### src/rtl/bcd_pkg.sv
// ============================================================================
// Module      : bcd_pkg
// Description : Shared types and digit-adjust helper for the BCD encoder.
// Revision    : 1.0
// ============================================================================
`default_nettype none

package bcd_pkg;

  typedef logic [3:0] bcd_digit_t;

  typedef enum logic [1:0] {
    IDLE    = 2'd0,
    CONVERT = 2'd1,
    DONE    = 2'd2
  } bcd_enc_state_t;

  // Pre-shift correction so a digit of 5..9 carries correctly after doubling.
  function automatic bcd_digit_t add3_if_ge5(bcd_digit_t d);
    return (d >= 4'd5) ? bcd_digit_t'(d + 4'd3) : d;
  endfunction

endpackage

`default_nettype wire

### src/rtl/priority_index_encoder.sv
// ============================================================================
// Module      : priority_index_encoder
// Description : Combinational priority encoder, lines [NUM_LINES:1] -> index.
// Revision    : 1.0
// ============================================================================
`default_nettype none

module priority_index_encoder
  import bcd_pkg::*;
#(
  parameter int NUM_LINES = 99,
  parameter int LOW_WINS  = 0,
  parameter int IDX_W     = $clog2(NUM_LINES + 1)
) (
  input  logic [NUM_LINES:1] lines_in,
  output logic [IDX_W-1:0]   index,
  output logic               any_active
);

  // The last match in scan order wins, so scan direction selects the priority.
  generate
    if (LOW_WINS != 0) begin : g_low_wins
      always_comb begin
        index = '0;
        for (int i = NUM_LINES; i >= 1; i--) begin
          if (lines_in[i]) index = IDX_W'(i);
        end
      end
    end else begin : g_high_wins
      always_comb begin
        index = '0;
        for (int i = 1; i <= NUM_LINES; i++) begin
          if (lines_in[i]) index = IDX_W'(i);
        end
      end
    end
  endgenerate

  assign any_active = |lines_in;

endmodule

`default_nettype wire

### src/rtl/bcd_priority_encoder_seq.sv
// ============================================================================
// Module      : bcd_priority_encoder_seq
// Description : Registered priority encoder with sequential double-dabble BCD.
// Revision    : 1.0
// ============================================================================
`default_nettype none

module bcd_priority_encoder_seq
  import bcd_pkg::*;
#(
  parameter int NUM_LINES  = 99,
  parameter int NUM_DIGITS = 2,
  parameter int LOW_WINS   = 0
) (
  input  logic                    clk,
  input  logic                    reset,
  input  logic                    in_valid,
  output logic                    in_ready,
  input  logic [NUM_LINES:1]      lines_in,
  output logic                    out_valid,
  input  logic                    out_ready,
  output logic [4*NUM_DIGITS-1:0] bcd_out,
  output logic                    none_active
);

  localparam int IDX_W = $clog2(NUM_LINES + 1);
  localparam int BCD_W = 4 * NUM_DIGITS;
  localparam int CNT_W = $clog2(IDX_W + 1);

  generate
    if (10 ** NUM_DIGITS <= NUM_LINES) begin : g_bad_params
      $error("NUM_DIGITS too small to represent NUM_LINES");
    end
  endgenerate

  bcd_enc_state_t     state_q, state_d;
  logic [IDX_W-1:0]   bin_q, bin_d;
  logic [BCD_W-1:0]   work_q, work_d;
  logic [BCD_W-1:0]   bcd_out_q, bcd_out_d;
  logic               none_q, none_d;
  logic               out_valid_q, out_valid_d;
  logic [CNT_W-1:0]   cnt_q, cnt_d;

  logic [IDX_W-1:0]       win_idx;
  logic                   any_active;
  logic [BCD_W-1:0]       adj;
  logic [BCD_W+IDX_W-1:0] shifted;

  priority_index_encoder #(
    .NUM_LINES (NUM_LINES),
    .LOW_WINS  (LOW_WINS),
    .IDX_W     (IDX_W)
  ) u_prio (
    .lines_in   (lines_in),
    .index      (win_idx),
    .any_active (any_active)
  );

  always_comb begin
    adj = '0;
    for (int k = 0; k < NUM_DIGITS; k++) begin
      adj[4*k +: 4] = add3_if_ge5(work_q[4*k +: 4]);
    end
    shifted = {adj, bin_q} << 1;
  end

  always_comb begin
    state_d     = state_q;
    bin_d       = bin_q;
    work_d      = work_q;
    bcd_out_d   = bcd_out_q;
    none_d      = none_q;
    out_valid_d = out_valid_q;
    cnt_d       = cnt_q;
    case (state_q)
      IDLE: begin
        if (in_valid) begin
          bin_d   = win_idx;
          work_d  = '0;
          none_d  = ~any_active;
          cnt_d   = CNT_W'(IDX_W);
          state_d = CONVERT;
        end
      end
      CONVERT: begin
        work_d = shifted[BCD_W+IDX_W-1:IDX_W];
        bin_d  = shifted[IDX_W-1:0];
        cnt_d  = cnt_q - CNT_W'(1);
        // Output register loads only on the final step so partial digits never show.
        if (cnt_q == CNT_W'(1)) begin
          bcd_out_d   = shifted[BCD_W+IDX_W-1:IDX_W];
          out_valid_d = 1'b1;
          state_d     = DONE;
        end
      end
      DONE: begin
        if (out_ready) begin
          out_valid_d = 1'b0;
          state_d     = IDLE;
        end
      end
      default: state_d = IDLE;
    endcase
  end

  always_ff @(posedge clk) begin
    if (reset) begin
      state_q     <= IDLE;
      bin_q       <= '0;
      work_q      <= '0;
      bcd_out_q   <= '0;
      none_q      <= 1'b0;
      out_valid_q <= 1'b0;
      cnt_q       <= '0;
    end else begin
      state_q     <= state_d;
      bin_q       <= bin_d;
      work_q      <= work_d;
      bcd_out_q   <= bcd_out_d;
      none_q      <= none_d;
      out_valid_q <= out_valid_d;
      cnt_q       <= cnt_d;
    end
  end

  assign in_ready    = (state_q == IDLE);
  assign out_valid   = out_valid_q;
  assign bcd_out     = bcd_out_q;
  assign none_active = none_q;

endmodule

`default_nettype wire

### config.mk
export PLATFORM = sky130hd
export DESIGN_NAME = bcd_priority_encoder_seq
export DESIGN_NICKNAME = d
export VERILOG_FILES = /design/src/rtl/bcd_pkg.sv /design/src/rtl/priority_index_encoder.sv /design/src/rtl/bcd_priority_encoder_seq.sv
export SDC_FILE = /design/constraint.sdc
export NUM_CORES = 1
export LEC_CHECK = 0
export CORE_UTILIZATION = 47
export CTS_BUF_LIST = sky130_fd_sc_hd__clkbuf_8
export DETAILED_ROUTE_END_ITERATION = 8
export GPL_TIMING_DRIVEN = 0
export PLACE_DENSITY = 0.88
export SYNTH_ARGS = -nofsm -noshare
export SYNTH_HDL_FRONTEND = slang
export SYNTH_SLANG_ARGS = --single-unit
### constraint.sdc
create_clock -name clk -period 5.8 [get_ports clk]
set_clock_uncertainty 0.1 [all_clocks]
set_input_delay 1.74 -clock clk [delete_from_list [all_inputs] [get_ports clk]]
set_output_delay 1.74 -clock clk [all_outputs]
set_load 0.02 [all_outputs]
==> results by stage, run 1 <==
Setup path:
- The slowest stage of the critical path is the nor4_1 cell.
- In this run the critical register-to-register path is launched from state_q[0]$_SDFFE_PP0P_.
- STA puts the critical path data required time at between 5 and 6 ns.
- The critical path's largest stage delay is roughly 0.60 ns.
- The timing startpoint of the critical path is lines_in[89].
- The critical path goes through clkdlybuf4s50_1, nor4_1, nand2_1, nor4_2, nand2b_1, a2111oi_2.
- The endpoint type of the worst setup path is a register.
- The setup path with the least slack is of type in -> reg.
- The number of buffer and inverter stages on the critical path is 1.
- STA classifies the critical path startpoint as a primary input.
- The worst path arrival time is 3.87 ns.
- Broken down by cell family, the worst path's largest delay share belongs to simple AND/OR/NAND/NOR gates.
- The critical-path maximum fanout is 4.

Yosys:
- The proportion of synthesized flip-flops having asynchronous set or reset is 0.
- The number of cells produced by synthesis is roughly 380.
- Of the synthesized area, sequential elements account for 0.231.
- The combined area of all synthesized cells is 0.00259 sq mm.
- The number of register bits inferred by synthesis is 30.
- Among all flip-flop cells after synthesis, the most frequent one is dfxtp_1.
- The Yosys step of the flow raised 0 warnings.
- After synthesis, the mean cell area works out to ~7 sq um.
- The synthesized design contains 0 enable-type register cells.
- The number of nets in the synthesized netlist is around 500.
- Counting distinct cell types in the post-synthesis netlist gives 57.

Clock network:
- The number of hold buffers added after CTS was 0.
- The register clock-pin slew on the reported worst setup and hold paths is about 0.06 ns.
- The later-pin clock latency in the skew report is about 0.29 ns.
- The setup fix buffers added after clock tree synthesis is 0.
- The clock root buffer is clkbuf_8.
- The post-CTS resize count is 0.
- The total number of H-tree levels is 2.
- Counting the buffers created by CTS gives 5.
- The CTS tree is yes.
- In this run the deepest clock path goes through 2 buffers.
- The number of sinks on the clock net is 30.

Power:
- Of the total power, the share spent switching nets is 0.294.
- The design draws 0.574 mW.
- The relative contribution of the clock network to total power is 0.298.
- The peak supply drop is approximately 0.11 mV.
- Of the total power, combinational logic draws 0.318.
- The analysis attributes to cell leakage a power of 1.32 nW.
- Cell internal power was estimated by the tool at approximately 0.41 mW.
- Power spread over the standard cell area amounts to about 150 mW/mm^2.
- The analysis attributes to net switching a power of around 0.17 mW.
- The sequential fraction of design power is 0.384.

Cells and area:
- The post-layout net count is roughly 610.
- The share of final-layout standard cells stronger than drive strength 1 is 0.0361.
- The number of antenna repair diodes is 0.
- The leading cell type in the layout, fill and taps excluded is clkdlybuf4s50_1.
- The library cells used most frequently in the layout, excluding fill and tap cells, are 113 x clkdlybuf4s50_1, 72 x nor2_1, 30 x dfxtp_1.
- The final cell utilization of the core is 0.750.
- The layout-stage area growth over the synthesis result is 50.5%.

Global routing:
- The met1 layer usage reported by global route is 0.323.
- The largest net degree at the start of global routing is 11.
- The total congestion overflow after global routing is 0.
- The global router's overall resource usage is 0.277.
- The first global-routing pass estimated about 13000 microns of wire.
- The number of global-route vias before repair is ~3200.
- met2 is the most crowded layer.
- The initial antenna violation count was 0.
- The met3 routing resource usage after global routing is 0.0527.
- For met2 alone, demand over resource in global routing was 0.508.

STA:
- The final critical path time including I/O delays and setup is around 3.8 ns.
- The final hold violation count is 0.
- Timing would allow up to ~260 MHz.
- The worst-margin pin slew is ~0.77 ns.
- The post-route clock period utilization is 0.653.
- Setup violations remaining at the end of the flow were counted as 0.
- Setup repair after global routing left no endpoint under its margin.
- The final-layout setup total negative slack is 0 ns.
- The number of max-slew violations in the final report was 0.
- The relative max-transition margin is 0.484.

Placed design:
- Summed over all nets, the half-perimeter wirelength after detailed placement is around 6700 microns.
- The number of port buffers is roughly 110.
- The routability congestion estimate from global placement is 0.876.

Floorplanning:
- The vertical die dimension is 76.3 microns.
- The die footprint is approximately 0.0058 sq mm.
- Measured along the x axis, the die boundary spans roughly 76 microns.
- The total number of placement rows is 26.
- The number of top-level pins is 114.
- The initial core utilization is 0.499.
- After floorplanning, the core was sized to cover around 0.0052 sq mm.

Route:
- The number of iterations in the first detailed-routing pass is 5.
- The remaining design rule violation count is 0.
- The detailed router finished its first iteration with about 220 violations.
- In the routed layout, each cell is associated on average with a via count of 5.93.
- The routed wirelength normalized by instance count is about 14 microns.
- Wires add up to between 8000 and 9000 microns.
- In this run the remaining antenna-violating nets after routing total 0.
- The number of vias in the routed layout is 3376.

Hold path:
- The startpoint identified for the worst hold timing path is bcd_out[6]$_SDFFE_PP0P_.
- The class of the most critical hold timing path is reg -> reg.

Run:
- The max-capacitance violation count is 0.

Run status:
- The run finished with clean final reports.
## worst min-delay path: cells and delay by family (launching register included)
family	cells	cell delay (ns)
AO/OA/AOI/OAI	1	0.05
flip-flops	1	0.31
AND/OR/NAND/NOR	1	0.05
## cell families after synthesis
group                    after synthesis  synth area share
AND/OR/NAND/NOR                      198             0.390
AO/OA/AOI/OAI                        110             0.289
buffers and inverters                 30            0.0463
flip-flops                            30             0.231
adder cells (fa/ha/maj)                6            0.0289
XOR/XNOR                               2           0.00675
multiplexers                           2           0.00771
## metal layers
metal	vias up	share of wire	routed length, microns
met4	0	0.010	82
met5	-	0	0
met3	10	0.053	427
met2	124	0.51	4110
li1	1678	-	-
met1	1564	0.43	3430
## final timing paths
check	to	cells after the start	slack [ns]
max reg2reg	bin_q[0]$_SDFFE_PP0P_	7	3.70
min reg2reg	bcd_out[6]$_SDFFE_PP0P_	2	0.35
max	bin_q[5]$_SDFFE_PP0P_	6	2.01
min	bcd_out[6]$_SDFFE_PP0P_	2	0.35
## Yosys cell counts (4+ instances only)
cell       n  share of area
nand2b_1  11          0.027
ha_1       6          0.029
o31ai_1    6          0.017
o211ai_1   4          0.012
nand4_1    6          0.014
nor4_1    29          0.070
clkbuf_1   6         0.0087
nor2_1    72           0.10
or4_1      5          0.014
inv_1     23          0.033
a31oi_1    5          0.012
nand3_1    9          0.017
a22oi_1    8          0.023
a21oi_1   28          0.054
nand3b_1   5          0.014
a211oi_1   7          0.020
nor3_1    13          0.025
nor2b_1    7          0.017
dfxtp_1   30           0.23
o21ai_0   16          0.031
nand2_1   28          0.041
## final cells by class
type                       count  area, sq um
tap                           70         87.6
clock buffer                   6         82.6
fill                         419         1300
buffer                         7         33.8
timing repair buffer         113         1130
inverter                      23         86.3
clock inverter                 2         8.76
sequential                    30          601
multi-input combinational    318         1870
## power by group through the flow
stage,Combinational (mW),Sequential (mW),Clock (mW)
6_report,0.183,0.221,0.171
5_1_grt,0.199,0.222,0.181
4_1_cts,0.181,0.221,0.171
3_5_place_dp,0.180,0.225,0
3_3_place_gp,0.176,0.224,0
2_1_floorplan,0.0677,0.225,0
## state kept, by name, summed over array words and instances (netlist names)
register / flops
work_q: 8
state_q: 2
cnt_q: 3
out_valid: 1
bcd_out: 8
none_active: 1
bin_q: 7
## stage by stage
step | hold WS (ns) | std cells | area (sq um) | setup WS [ns]
detailed placement | 0.348 | 561 | 3810 | 1.75
global placement | 0.342 | 561 | 3810 | 1.83
CTS | 0.355 | 569 | 3910 | 2.04
finish | 0.353 | 569 | 3910 | 2.01
floorplan | 0.345 | 378 | 2590 | 2.58
global route | 0.382 | 569 | 3910 | 1.83
Power figures use the tool's default switching activity.
==> run 2: changes to the inputs <==
- CORE_UTILIZATION: 47 -> 40
- PLACE_DENSITY: 0.88 -> 0.8
- clock period: 5.8 -> 3.04 ns (I/O delays scaled with it)
==> run 2 against run 1 <==
  * Final cell count is 0.53% higher
  * Routed wire length hardly changed
  * Final area is 0.26% higher
  * Sequential share of layout area hardly changed
  * Clock power is 82% higher
  * Critical endpoint unchanged
  * Sequential power is 90% higher
  * Critical path depth stayed put
  * Die area is 17% higher
  * Sequential cell count stayed put
  * Setup slack worse by 1.9 ns
  * Worst hold slack worse by 0.0033 ns
==> results by stage, run 2 (synthesis results as in run 1) <==
STA:
- The worst hold slack was 0.350 ns (was 0.353 ns).
- The relative max-transition margin is 0.560 (was 0.484).
- For the finished layout, the period the worst path requires is approximately 2.9 ns.
- The count of endpoints failing setup in the final report is 0 (unchanged).
- In the finished design, the share of the clock period the worst path needs comes to 0.953.
- The final hold violation count is 0 (unchanged).
- The final-layout setup total negative slack came to 0 ns (unchanged).
- The number of max-slew violations in the final report is 0 (unchanged).
- Timing would allow up to ~350 MHz.
- The worst-margin pin slew came to 0.644 ns (was 0.767 ns).
- RSZ-0062 raised after global routing: no (unchanged).
- The final worst-path setup slack is 0.142 ns (was 2.01 ns).

Placed design:
- The number of port buffers is 113 (unchanged).
- The placement-stage worst setup slack is -0.187 ns (was 1.75 ns).
- The routability congestion estimate from global placement came to 0.878 (was 0.876).
- The total placed instance area is 0.00382 sq mm (was 0.00381 sq mm).
- The post-DP HPWL is 6720 microns (was 6700 microns).

Global routing:
- The total congestion overflow after global routing is 0 (unchanged).
- The met3 routing resource usage after global routing came to 0.0374 (was 0.0527).
- The busiest layer in global routing is met2 (unchanged).
- The global routing usage on met2 is 0.462 (was 0.508).
- The met1 layer usage reported by global route is 0.276 (was 0.323).
- The number of global-route vias before repair came to 3072 (was 3171).
- The wire length of the first global-routing pass is 13000 microns (was 13500 microns).
- The largest net degree at the start of global routing came to 11 (unchanged).
- The global router's overall resource usage is 0.245 (was 0.277).
- The initial antenna violation count came to 0 (unchanged).

Floorplanning:
- The initial core utilization was 0.426 (was 0.499).
- The vertical die dimension is 82.5 microns (was 76.3 microns).
- The horizontal extent of the die is 82.5 microns (was 76.3 microns).
- The floorplan core area is 0.00610 sq mm (was 0.00520 sq mm).
- The die footprint is 0.00681 sq mm (was 0.00582 sq mm).
- The number of top-level pins was 114 (unchanged).
- The total number of placement rows is 28 (was 26).

Clock network:
- The TritonCTS buffer count is 5 (unchanged).
- The register clock-pin slew on the reported worst setup and hold paths is 0.06 ns (about the same).
- The number of sinks on the clock net is 30 (unchanged).
- The CTS tree is yes (unchanged).
- The maximum clock path buffer count is 2 (unchanged).
- The total number of H-tree levels came to 2 (unchanged).
- The setup fix buffers added after clock tree synthesis is 0 (unchanged).
- The later-pin clock latency in the skew report came to 0.28 ns (was 0.29 ns).
- The clock root buffer is clkbuf_8 (unchanged).

Setup path:
- The worst path arrival time came to 2.98 ns (was 3.87 ns).
- The startpoint kind of the worst setup timing path is a primary input (unchanged).
- The path depth of the worst reg2reg path is 7 (unchanged).
- The setup slack on the worst flop-to-flop path is 0.88 ns (was 3.70 ns).
- The type of the setup path with the least slack is in -> reg (unchanged).
- The timing startpoint of the critical path is lines_in[73] (was lines_in[89]).
- The capture point of the worst reg-to-reg path is bin_q[0]$_SDFFE_PP0P_ (unchanged).
- The last element of the critical path is bin_q[5]$_SDFFE_PP0P_ (unchanged).
- The endpoint type of the worst setup path is a register (unchanged).
- The critical-path maximum fanout came to 4 (unchanged).
- The critical path required time was 3.12 ns (was 5.89 ns).
- The worst reg2reg path startpoint was state_q[0]$_SDFFE_PP0P_ (unchanged).

Power:
- The peak supply drop is 0.346 mV (was 0.113 mV).
- The ratio of total power to cell area came to 277 mW/mm^2 (was 147 mW/mm^2).
- The standby leakage power is 1.31 nW (was 1.32 nW).

Cells and area:
- The number of antenna repair diodes is 0 (unchanged).
- The leading cell type in the layout, fill and taps excluded is clkdlybuf4s50_1 (unchanged).
- The final cell utilization of the core came to 0.642 (was 0.750).
- The sequential cell area is 601 sq um (unchanged).
- The post-layout net count came to 607 (unchanged).
- The number of filler instances in the final layout is 546 (was 419).
- Most frequent cells in the layout: 113 x clkdlybuf4s50_1, 72 x nor2_1, 30 x dfxtp_1 (unchanged).
- The area of all placed cells without fillers is 0.00392 sq mm (was 0.00391 sq mm).
- The share of final-layout standard cells stronger than drive strength 1 is 0.0382 (was 0.0361).
- The area of the multi-input gates is 0.00189 sq mm (was 0.00187 sq mm).
- The layout-stage area growth over the synthesis result is 50.9% (was 50.5%).

Route:
- The starting DRC count in detailed routing was 148 (was 221).
- The number of vias in the routed layout came to 3331 (was 3376).
- The routed wirelength normalized by instance count was 14.1 microns (about the same).
- The number of iterations in the first detailed-routing pass is 5 (unchanged).
- The remaining design rule violation count is 0 (unchanged).
- The count of antenna-violating nets left after detailed routing was 0 (unchanged).
- The via count normalized by instance count came to 5.82 (was 5.93).
- The total detailed-routing wirelength is 8050 microns (about the same).

Hold path:
- The class of the most critical hold timing path is reg -> reg (unchanged).
- The depth of the worst hold-timing path is 2 (unchanged).

Run status:
- Run status: finished, final reports clean (unchanged).

Run:
- The max-capacitance violation count is 0 (unchanged).
## run 2: changes by cell type in the layout (fill, tap and decap cells not counted), sizes merged
cell / previous run / this run
clkinv: 1 / 0
inv: 24 / 23
## run 2: timing repair
| action | 4_1_cts | 5_1_grt |
|---|---|---|
| hold buffers | 0 | 0 |
| setup endpoints to repair | 0 | 2 |
| gates resized for setup | 0 | 2 |
## run 2: worst min path at each step
stage,startpoint,end,slack (ns)
finish,bcd_out[6]$_SDFFE_PP0P_,bcd_out[6]$_SDFFE_PP0P_,0.35
global route,bcd_out[6]$_SDFFE_PP0P_,bcd_out[6]$_SDFFE_PP0P_,0.37
CTS,bcd_out[6]$_SDFFE_PP0P_,bcd_out[6]$_SDFFE_PP0P_,0.35
detailed placement,bcd_out[6]$_SDFFE_PP0P_,bcd_out[6]$_SDFFE_PP0P_,0.35
global placement,bcd_out[2]$_SDFFE_PP0P_,bcd_out[2]$_SDFFE_PP0P_,0.34
floorplan,bin_q[6]$_SDFFE_PP0P_,bcd_out[0]$_SDFFE_PP0P_,0.34
## run 2: layout make-up
class                           instances  area share
Timing Repair Buffer                  113       0.289
Sequential cell                        30       0.153
Inverter                               23      0.0221
Tap cell                               75      0.0240
Buffer                                  7     0.00863
Clock buffer                            6      0.0211
Multi-Input combinational cell        318       0.482
## run 2: critical path: stages
cell	delay [ns]
clkdlybuf4s50_1	0.46
nor4_1	0.61
nand2_1	0.21
nor4_2	0.31
nand2b_1	0.12
a2111oi_2	0.35
## run 2: where the power goes
part | switching, mW | internal [mW]
Sequential | 0.0112 | 0.410
Clock | 0.138 | 0.174
Combinational | 0.164 | 0.185
Total | 0.314 | 0.769
## run 2: stage by stage
stage                     total power, mW  std cells
after global routing                 1.13        572
after detailed placement            0.774        566
after floorplan                     0.559        378
after CTS                            1.08        572
after global placement              0.766        566
final                                1.08        572
## run 2: metal layers
layer / routed length, microns / vias to the layer above / part of all wire
met5: 0 / - / 0
met2: 4120 / 113 / 0.51
li1: - / 1675 / -
met1: 3390 / 1529 / 0.42
met4: 132 / 0 / 0.016
met3: 410 / 14 / 0.051
==> run 3: changes to the inputs <==
- CAP_MARGIN: unset -> 10
- CTS_CLUSTER_DIAMETER: unset -> 80
==> results of run 3 <==
No change in the layout: final DEF, timing and power equal those of run 2.
